`src/rtl/display_scan_ctrl.sv`:
```
// Debounces the Gray switches into a committed code and time-multiplexes the
// shared segment bus between the units and decades digits with blanking gaps.
module display_scan_ctrl #(
  parameter int DEBOUNCE_CYCLES = 270000,
  parameter int REFRESH_DIV     = 27000,
  parameter int GAP_CYCLES      = 4,
  parameter bit BLANK_LEADING   = 1'b1
) (
  input  logic       clk,
  input  logic       rst_n,
  input  logic [3:0] gray_in,
  output logic [3:0] gray_code,
  output logic       show_decades,
  output logic [1:0] an_n,
  output logic       code_update
);

  localparam int DEB_W    = (DEBOUNCE_CYCLES > 1) ? $clog2(DEBOUNCE_CYCLES) : 1;
  localparam int SLOT_MAX = (REFRESH_DIV > GAP_CYCLES) ? REFRESH_DIV : GAP_CYCLES;
  localparam int SLOT_W   = (SLOT_MAX > 1) ? $clog2(SLOT_MAX) : 1;

  localparam logic [DEB_W-1:0]  DEB_LAST     = DEB_W'(DEBOUNCE_CYCLES - 1);
  localparam logic [SLOT_W-1:0] REFRESH_LAST = SLOT_W'(REFRESH_DIV - 1);
  localparam logic [SLOT_W-1:0] GAP_LAST     = SLOT_W'(GAP_CYCLES - 1);

  typedef enum logic [1:0] {
    UNITS,
    GAP_U,
    DECADES,
    GAP_D
  } scan_state_t;

  logic [3:0]       sync1;
  logic [3:0]       sync2;
  logic [3:0]       cand;
  logic [DEB_W-1:0] deb_cnt;

  scan_state_t      state;
  scan_state_t      next_state;
  logic [SLOT_W-1:0] slot_cnt;
  logic [SLOT_W-1:0] slot_last;
  logic             slot_done;
  logic             next_show_decades;
  logic [1:0]       next_an_n;
  logic [3:0]       bin;
  logic             ge10;

  // Counter saturates once the candidate is committed, so a held code commits once.
  always_ff @(posedge clk) begin
    if (!rst_n) begin
      sync1       <= '0;
      sync2       <= '0;
      cand        <= '0;
      deb_cnt     <= '0;
      gray_code   <= '0;
      code_update <= 1'b0;
    end else begin
      sync1       <= gray_in;
      sync2       <= sync1;
      code_update <= 1'b0;
      if (sync2 != cand) begin
        cand    <= sync2;
        deb_cnt <= '0;
      end else if (deb_cnt == DEB_LAST) begin
        gray_code   <= cand;
        code_update <= (cand != gray_code);
      end else begin
        deb_cnt <= deb_cnt + 1'b1;
      end
    end
  end

  always_comb begin
    bin[3] = gray_code[3];
    bin[2] = ^gray_code[3:2];
    bin[1] = ^gray_code[3:1];
    bin[0] = ^gray_code[3:0];
    ge10   = (bin >= 4'd10);
  end

  // Outputs are decoded from the next state so they are registered with it.
  always_comb begin
    next_state        = state;
    next_show_decades = 1'b0;
    next_an_n         = 2'b11;
    slot_last         = ((state == UNITS) || (state == DECADES)) ? REFRESH_LAST : GAP_LAST;
    slot_done         = (slot_cnt == slot_last);

    if (slot_done) begin
      case (state)
        UNITS:   next_state = GAP_U;
        GAP_U:   next_state = DECADES;
        DECADES: next_state = GAP_D;
        GAP_D:   next_state = UNITS;
        default: next_state = GAP_D;
      endcase
    end

    case (next_state)
      UNITS: begin
        next_an_n = 2'b10;
      end
      GAP_U: begin
        next_show_decades = 1'b1;
      end
      DECADES: begin
        next_show_decades = 1'b1;
        next_an_n         = (BLANK_LEADING && !ge10) ? 2'b11 : 2'b01;
      end
      default: begin
        next_show_decades = 1'b0;
      end
    endcase
  end

  always_ff @(posedge clk) begin
    if (!rst_n) begin
      state        <= GAP_D;
      slot_cnt     <= '0;
      show_decades <= 1'b0;
      an_n         <= 2'b11;
    end else begin
      state        <= next_state;
      slot_cnt     <= slot_done ? '0 : slot_cnt + 1'b1;
      show_decades <= next_show_decades;
      an_n         <= next_an_n;
    end
  end

endmodule

```
`config.mk`:
```
export PLATFORM = sky130hd
export DESIGN_NAME = display_scan_ctrl
export DESIGN_NICKNAME = d
export VERILOG_FILES = /design/src/rtl/display_scan_ctrl.sv
export SDC_FILE = /design/constraint.sdc
export NUM_CORES = 1
export LEC_CHECK = 0
export CAP_MARGIN = 20
export CORE_ASPECT_RATIO = 1.4
export CORE_UTILIZATION = 40
export DETAILED_ROUTE_END_ITERATION = 7
export REMOVE_ABC_BUFFERS = 1
export SYNTH_ARGS = -nofsm -noshare
export SYNTH_HDL_FRONTEND = slang
export SYNTH_SLANG_ARGS = --single-unit
export TNS_END_PERCENT = 20
```
`constraint.sdc`:
```
create_clock -name clk -period 2.3 [get_ports clk]
set_clock_uncertainty 0.1 [all_clocks]
set_input_delay 0.345 -clock clk [delete_from_list [all_inputs] [get_ports clk]]
set_output_delay 0.345 -clock clk [all_outputs]
set_load 0.01 [all_outputs]
```
==> results of run 1 <==
sequential cells by signal (all words and copies together) (netlist names), 2 cells and up:
signal / cells
state: 2
sync2: 4
an_n: 2
slot_cnt: 15
gray_code: 4
cand: 4
sync1: 4
deb_cnt: 19
cell usage after synthesis, drive strengths merged (6+ instances only):
library cell and instances:
a21oi 8, xor2 11, clkbuf 6, nand2 26
nor2 32, nor4 13, ha 8, mux2i 9
dfxtp 56, nand3 15, and2 14, nor3 9
xnor2 18, inv 10
per-layer routing:
layer  track usage  up-vias  share of wire
li1              -     1051              -
met1         0.167      969           0.41
met2         0.291       24           0.56
met3        0.0280        8          0.018
met4        0.0585        0          0.017
met5             0        -              0
worst max-delay path by stage:
stage	start	to	slack (ns)	depth (start not counted)
2_1_floorplan	state[0]	an_n[1]	-0.06	10
3_5_place_dp	state[0]	an_n[1]	-0.05	10
4_1_cts	state[1]	an_n[1]	0.01	10
5_1_grt	state[0]	an_n[1]	-0.03	10
3_3_place_gp	state[0]	an_n[1]	0.04	10
6_report	state[0]	an_n[1]	0.06	10
final cells by class:
class                   instances  area (µm²)
clock buffers                   5        68.8
clock inverters                 3        33.8
fillers                       589        3100
inverters                      10        40.0
multi-input cells             212        1520
flip-flops and latches         56        1120
well taps                      72        90.1
repair buffers                 32         273
repair_timing:
action                                  4_1_cts  5_1_grt
endpoints found under the setup margin        1        2
resized for setup                             9       18
hold endpoints to repair                      0        0
pin swaps                                     3        8
buffers inserted                              0        0
cells by family after synthesis:
group	after synthesis	share of synthesized area
compound gates	26	0.0676
buf+inv	18	0.0280
simple gates	138	0.287
xor+xnor	30	0.107
fa+ha+maj	8	0.0386
mux	10	0.0391
flops	56	0.432
power breakdown:
group / switching (mW) / internal (mW)
Sequential: 0.0163 / 0.994
Combinational: 0.0958 / 0.0922
Clock: 0.353 / 0.230
Total: 0.466 / 1.32
cells in the final DEF, fill, tap and decap left out, drive strengths merged, types with 2 or more instances in the layout:
cell,instances
nor4,13
nor4b,2
nand2,26
or3,4
nor2,32
clkinv,2
xor2,11
clkdlybuf4s50,13
a21boi,2
inv,11
nand3b,4
nor2b,2
nor3b,2
or4,5
ha,8
nor3,9
mux2i,9
o31ai,3
a21oi,8
buf,19
nand4,5
dfxtp,56
and2,14
o21ai,5
clkbuf,5
a211oi,3
nand3,15
xnor2,18
stage by stage:
step / cells / TNS (ns) / util / power [mW]
finish: 390 / 0 / 0.504 / 1.78
global route: 390 / -0.0318 / 0.504 / 1.87
detailed placement: 382 / -0.0526 / 0.467 / 1.18
global placement: 382 / 0 / 0.467 / 1.18
floorplan: 278 / -0.0709 / - / 1.12
CTS: 390 / 0 / 0.490 / 1.78
==> impl_metrics.env, run 1 <==
export IMPL_slew_viol_final=0
export IMPL_ys_seq_area_frac=0.432
export IMPL_die_h_um=97.3
export IMPL_leakage_nw=1.14
export IMPL_grt_max_degree=21
export IMPL_p_per_area_nw_per_um2=565
export IMPL_start_kind="flip-flop"
export IMPL_cp_cell_sequence="inv_4 -> ha_4 -> nor4_4 -> o2111ai_4 -> nor3_4 -> mux2_4 -> ha_4 -> nand2_4 -> nor3_2 -> mux2i_1"
export IMPL_syn_inst=286
export IMPL_port_buffers=13
export IMPL_status="finished clean"
export IMPL_hp_start="sync1[1]"
export IMPL_grt_ovfl_total=0
export IMPL_r2r_end="an_n[1]"
export IMPL_cts_made_buffers=5
export IMPL_cp_top_family="simple AND/OR/NAND/NOR gates"
export IMPL_grt_pass1_vias=1937
export IMPL_rrSetupSlack_ns=0.06
export IMPL_viasPerCell=5.26
export IMPL_ir_drop_mv=0.366
export IMPL_n_antenna_cell=0
export IMPL_final_layout_size_suffix_gt1_frac=0.157
export IMPL_period_share=0.975
export IMPL_die_area_um2=6810
export IMPL_grt_antenna_before_repair=0
export IMPL_cts_root_buf="clkbuf_8"
export IMPL_clkTransAtPathRegs_ns=0.11
export IMPL_final_setup_viol_count=0
export IMPL_grt_pass1_wl_mm=8.62
export IMPL_yosysTopAreaCellShare=0.432
export IMPL_htreeDepth=2
export IMPL_std_cell_rows=34
export IMPL_async_flop_share=0
export IMPL_fmax_mhz=446
export IMPL_rsz0062_at_grt="yes"
export IMPL_worst_path_largest_cell_delay_ns=0.37
export IMPL_cp_data_required_time_ns=2.45
export IMPL_io_pins=14
export IMPL_fin_area_um2=3150
export IMPL_hold_depth=1
export IMPL_drt_iter0_drc=85
export IMPL_vias=2052
export IMPL_timing_critical_path_mode_cell="ha_4"
export IMPL_ctsHoldBuffers=0
export IMPL_crit_arrival_ns=2.39
export IMPL_clock_sinks=56
export IMPL_critical_path_buf_inv_count=1
export IMPL_clock_latency_ns=0.31
export IMPL_setup_slack_ns=0.0585
export IMPL_wire_per_inst_um=13.0
export IMPL_placed_area_um2=2920
export IMPL_slew_headroom=0.536
export IMPL_ys_top_cells_by_area="dfxtp_1 (43%), xnor2_1 (6.1%), nor2_1 (4.6%), ha_1 (3.9%), nand2_1 (3.8%)"
export IMPL_hold_violations=0
export IMPL_synth_flop_cell="dfxtp_1"
export IMPL_totalWireLength_mm=5.07
export IMPL_gr_usage_all_layers=0.154
export IMPL_synth_area_um2=2590
export IMPL_timing_worst_setup_path_type="reg2reg"
export IMPL_nets=331
export IMPL_synth_seq_cells=56
export IMPL_yosysTopAreaCell="dfxtp_1"
export IMPL_coreArea_um2=6250
export IMPL_hpwl_mm=3.67
export IMPL_area_delta_synth_final_pct=21.6
export IMPL_synth_warnings=0
export IMPL_drv_cap=0
export IMPL_worstRegToRegCells=10
export IMPL_critPathMaxFanout=4
export IMPL_clockBufferDepth=2
export IMPL_start_util=0.415
export IMPL_fin_crit_ns=2.24
export IMPL_gp_congestion=0.785
export IMPL_drc=0
export IMPL_avgSynthCellArea_um2=9.06
export IMPL_hold_slack_ns=0.345
export IMPL_post_place_ws_ns=-0.0526
export IMPL_drtPass1Iterations=4
export IMPL_die_width_um=70.0
export IMPL_min_to="sync2[1]"
export IMPL_synth_edf_count=0
export IMPL_min_delay_path_class="reg2reg"
export IMPL_cp_slowest_cell="dfxtp_2"
export IMPL_tightest_slew_ns=0.694
export IMPL_cp_end_kind="flip-flop"
export IMPL_drtAntennaViolNets=0
export IMPL_synth_distinct_cells=44
export IMPL_tritoncts="built"
export IMPL_r2r_start="state[0]"
Note: power is estimated with default switching activity, not from simulation.
==> inputs of run 2 (changes only) <==
--- a/config.mk
+++ b/config.mk
@@ -8,7 +8,9 @@
 export CAP_MARGIN = 20
 export CORE_ASPECT_RATIO = 1.4
 export CORE_UTILIZATION = 40
+export CTS_CLUSTER_SIZE = 30
 export DETAILED_ROUTE_END_ITERATION = 7
+export RECOVER_POWER = 25
 export REMOVE_ABC_BUFFERS = 1
 export SYNTH_ARGS = -nofsm -noshare
 export SYNTH_HDL_FRONTEND = slang
==> run 2 against run 1 <==
Cell area did not move. Non-clock buffer count did not move. Sequential share of layout area unchanged. Total power about the same. Utilization is the same. Register-to-register slack hardly changed. Die area did not move. First-iteration DRC count unchanged. Clock power is essentially flat. Critical endpoint unchanged. Combinational power barely moved. Wire length up 0.22%. Largest cell class unchanged. Largest power group unchanged.
==> impl_metrics.env, run 2 (synthesis results as in run 1) <==
export IMPL_p_clk_frac=0.327
export IMPL_clockBufferDepth=2
export IMPL_switchingPower_mw=0.465
export IMPL_finalSetupTns_ns=0
export IMPL_area_delta_synth_final_pct=21.6
export IMPL_leakage_nw=1.14
export IMPL_cp_data_required_time_ns=2.45
export IMPL_cts_made_buffers=5
export IMPL_final_setup_viol_count=0
export IMPL_cts_setup_buffers=0
export IMPL_clock_latency_ns=0.31
export IMPL_rsz0062_at_grt="yes"
export IMPL_ctsHoldBuffers=0
export IMPL_grt_pass1_wl_mm=8.62
export IMPL_setup_slack_ns=0.0580
export IMPL_p_per_area_nw_per_um2=565
export IMPL_tritoncts="built"
export IMPL_fin_crit_ns=2.24
export IMPL_n_antenna_cell=0
export IMPL_post_place_ws_ns=-0.0526
export IMPL_p_sw_frac=0.261
export IMPL_die_width_um=70.0
export IMPL_ir_drop_mv=0.366
export IMPL_die_area_um2=6810
export IMPL_tightest_slew_ns=0.694
export IMPL_cp_end_kind="flip-flop"
export IMPL_fmax_mhz=446
export IMPL_setup_worst_path_end="an_n[1]"
export IMPL_largest_register="deb_cnt"
export IMPL_std_cell_rows=34
export IMPL_wire_per_inst_um=13.0
export IMPL_power_frac_comb=0.106
export IMPL_gp_congestion=0.785
export IMPL_grt_antenna_before_repair=0
export IMPL_status="finished clean"
export IMPL_grt_ovfl_total=0
export IMPL_largest_reg_flops=19
export IMPL_gr_usage_all_layers=0.154
export IMPL_die_h_um=97.3
export IMPL_final_cell_mix="dfxtp_1 (54), nor2_1 (32), nand2_1 (25)"
export IMPL_slew_headroom=0.536
export IMPL_grt_max_degree=21
export IMPL_port_buffers=13
export IMPL_regArea_um2=1120
export IMPL_cts_root_buf="clkbuf_8"
export IMPL_io_pins=14
export IMPL_place_inst=382
export IMPL_clkTransAtPathRegs_ns=0.11
export IMPL_rrSetupSlack_ns=0.06
export IMPL_critPathMaxFanout=4
export IMPL_crit_arrival_ns=2.39
export IMPL_worstRegToRegCells=10
export IMPL_nets=331
export IMPL_multi_input_area_um2=1520
export IMPL_min_delay_path_class="reg2reg"
export IMPL_r2r_start="state[0]"
export IMPL_hpwl_mm=3.67
export IMPL_timing_worst_setup_path_type="reg2reg"
export IMPL_drv_cap=0
export IMPL_drc=0
export IMPL_crit_path_start="state[0]"
export IMPL_slew_viol_final=0
export IMPL_viasPerCell=5.26
export IMPL_drt_iter0_drc=85
export IMPL_drtAntennaViolNets=0
export IMPL_vias=2051
export IMPL_totalWireLength_mm=5.08
export IMPL_r2r_end="an_n[1]"
export IMPL_final_common_cell="dfxtp_1"
export IMPL_period_share=0.975
export IMPL_fillers=589
export IMPL_hold_violations=0
export IMPL_stdcell_count=390
export IMPL_reg_largest_list="deb_cnt x19, slot_cnt x15"
export IMPL_coreArea_um2=6250
export IMPL_start_util=0.415
export IMPL_final_layout_size_suffix_gt1_frac=0.157
export IMPL_grt_pass1_vias=1937
export IMPL_start_kind="flip-flop"
export IMPL_drtPass1Iterations=4
export IMPL_clock_sinks=56
export IMPL_htreeDepth=2
export IMPL_p_int_mw=1.32
export IMPL_seq_power_share=0.567
==> run 2: worst max-delay path, cell delays in order (launching register included) <==
cell and delay [ns]:
dfxtp_2 0.37, inv_4 0.05, ha_4 0.17, nor4_4 0.32
o2111ai_4 0.20, nor3_4 0.24, mux2_4 0.33, ha_4 0.17
nand2_4 0.06, nor3_2 0.04, mux2i_1 0.12
==> run 2: worst min-delay path by stage <==
stage	startpoint	end	slack [ns]	cells after the start
detailed placement	sync1[2]	sync2[2]	0.32	1
finish	sync1[1]	sync2[1]	0.34	1
floorplan	rst_n	an_n[0]	0.31	1
CTS	sync1[2]	sync2[2]	0.35	1
global route	sync1[0]	sync2[0]	0.36	1
global placement	sync1[0]	sync2[0]	0.31	1
==> run 2: stage by stage <==
step / util / hold WS (ns) / power [mW] / instance area, µm²
final: 0.504 / 0.345 / 1.78 / 3150
after floorplan: - / 0.307 / 1.12 / 2560
after global placement: 0.467 / 0.314 / 1.18 / 2920
after CTS: 0.490 / 0.348 / 1.78 / 3060
after detailed placement: 0.467 / 0.319 / 1.18 / 2920
after global routing: 0.504 / 0.365 / 1.87 / 3150
==> run 2: repair_timing <==
action,CTS,global route
hold endpoints to repair,0,0
endpoints found under the setup margin,1,2
resized for setup,9,18
pin swaps,3,8
==> run 2: per-layer routing <==
metal | global-route usage | up-vias | share of wire
met3 | 0.0280 | 8 | 0.018
li1 | - | 1051 | -
met2 | 0.291 | 24 | 0.55
met5 | 0 | - | 0
met4 | 0.0585 | 0 | 0.017
met1 | 0.167 | 968 | 0.41
==> run 2: final cells by class <==
type	count	share of cell area
Multi-Input combinational cell	212	0.483
Clock buffer	5	0.0218
Tap cell	72	0.0286
Sequential cell	56	0.356
Timing Repair Buffer	32	0.0865
Clock inverter	3	0.0107
Inverter	10	0.0127
==> run 2: power groups by stage <==
stage,Combinational [mW],Clock [mW],Sequential [mW]
floorplan,0.0870,0,1.03
global placement,0.151,0,1.03
detailed placement,0.152,0,1.03
CTS,0.163,0.608,1.01
global route,0.211,0.647,1.01
finish,0.188,0.582,1.01
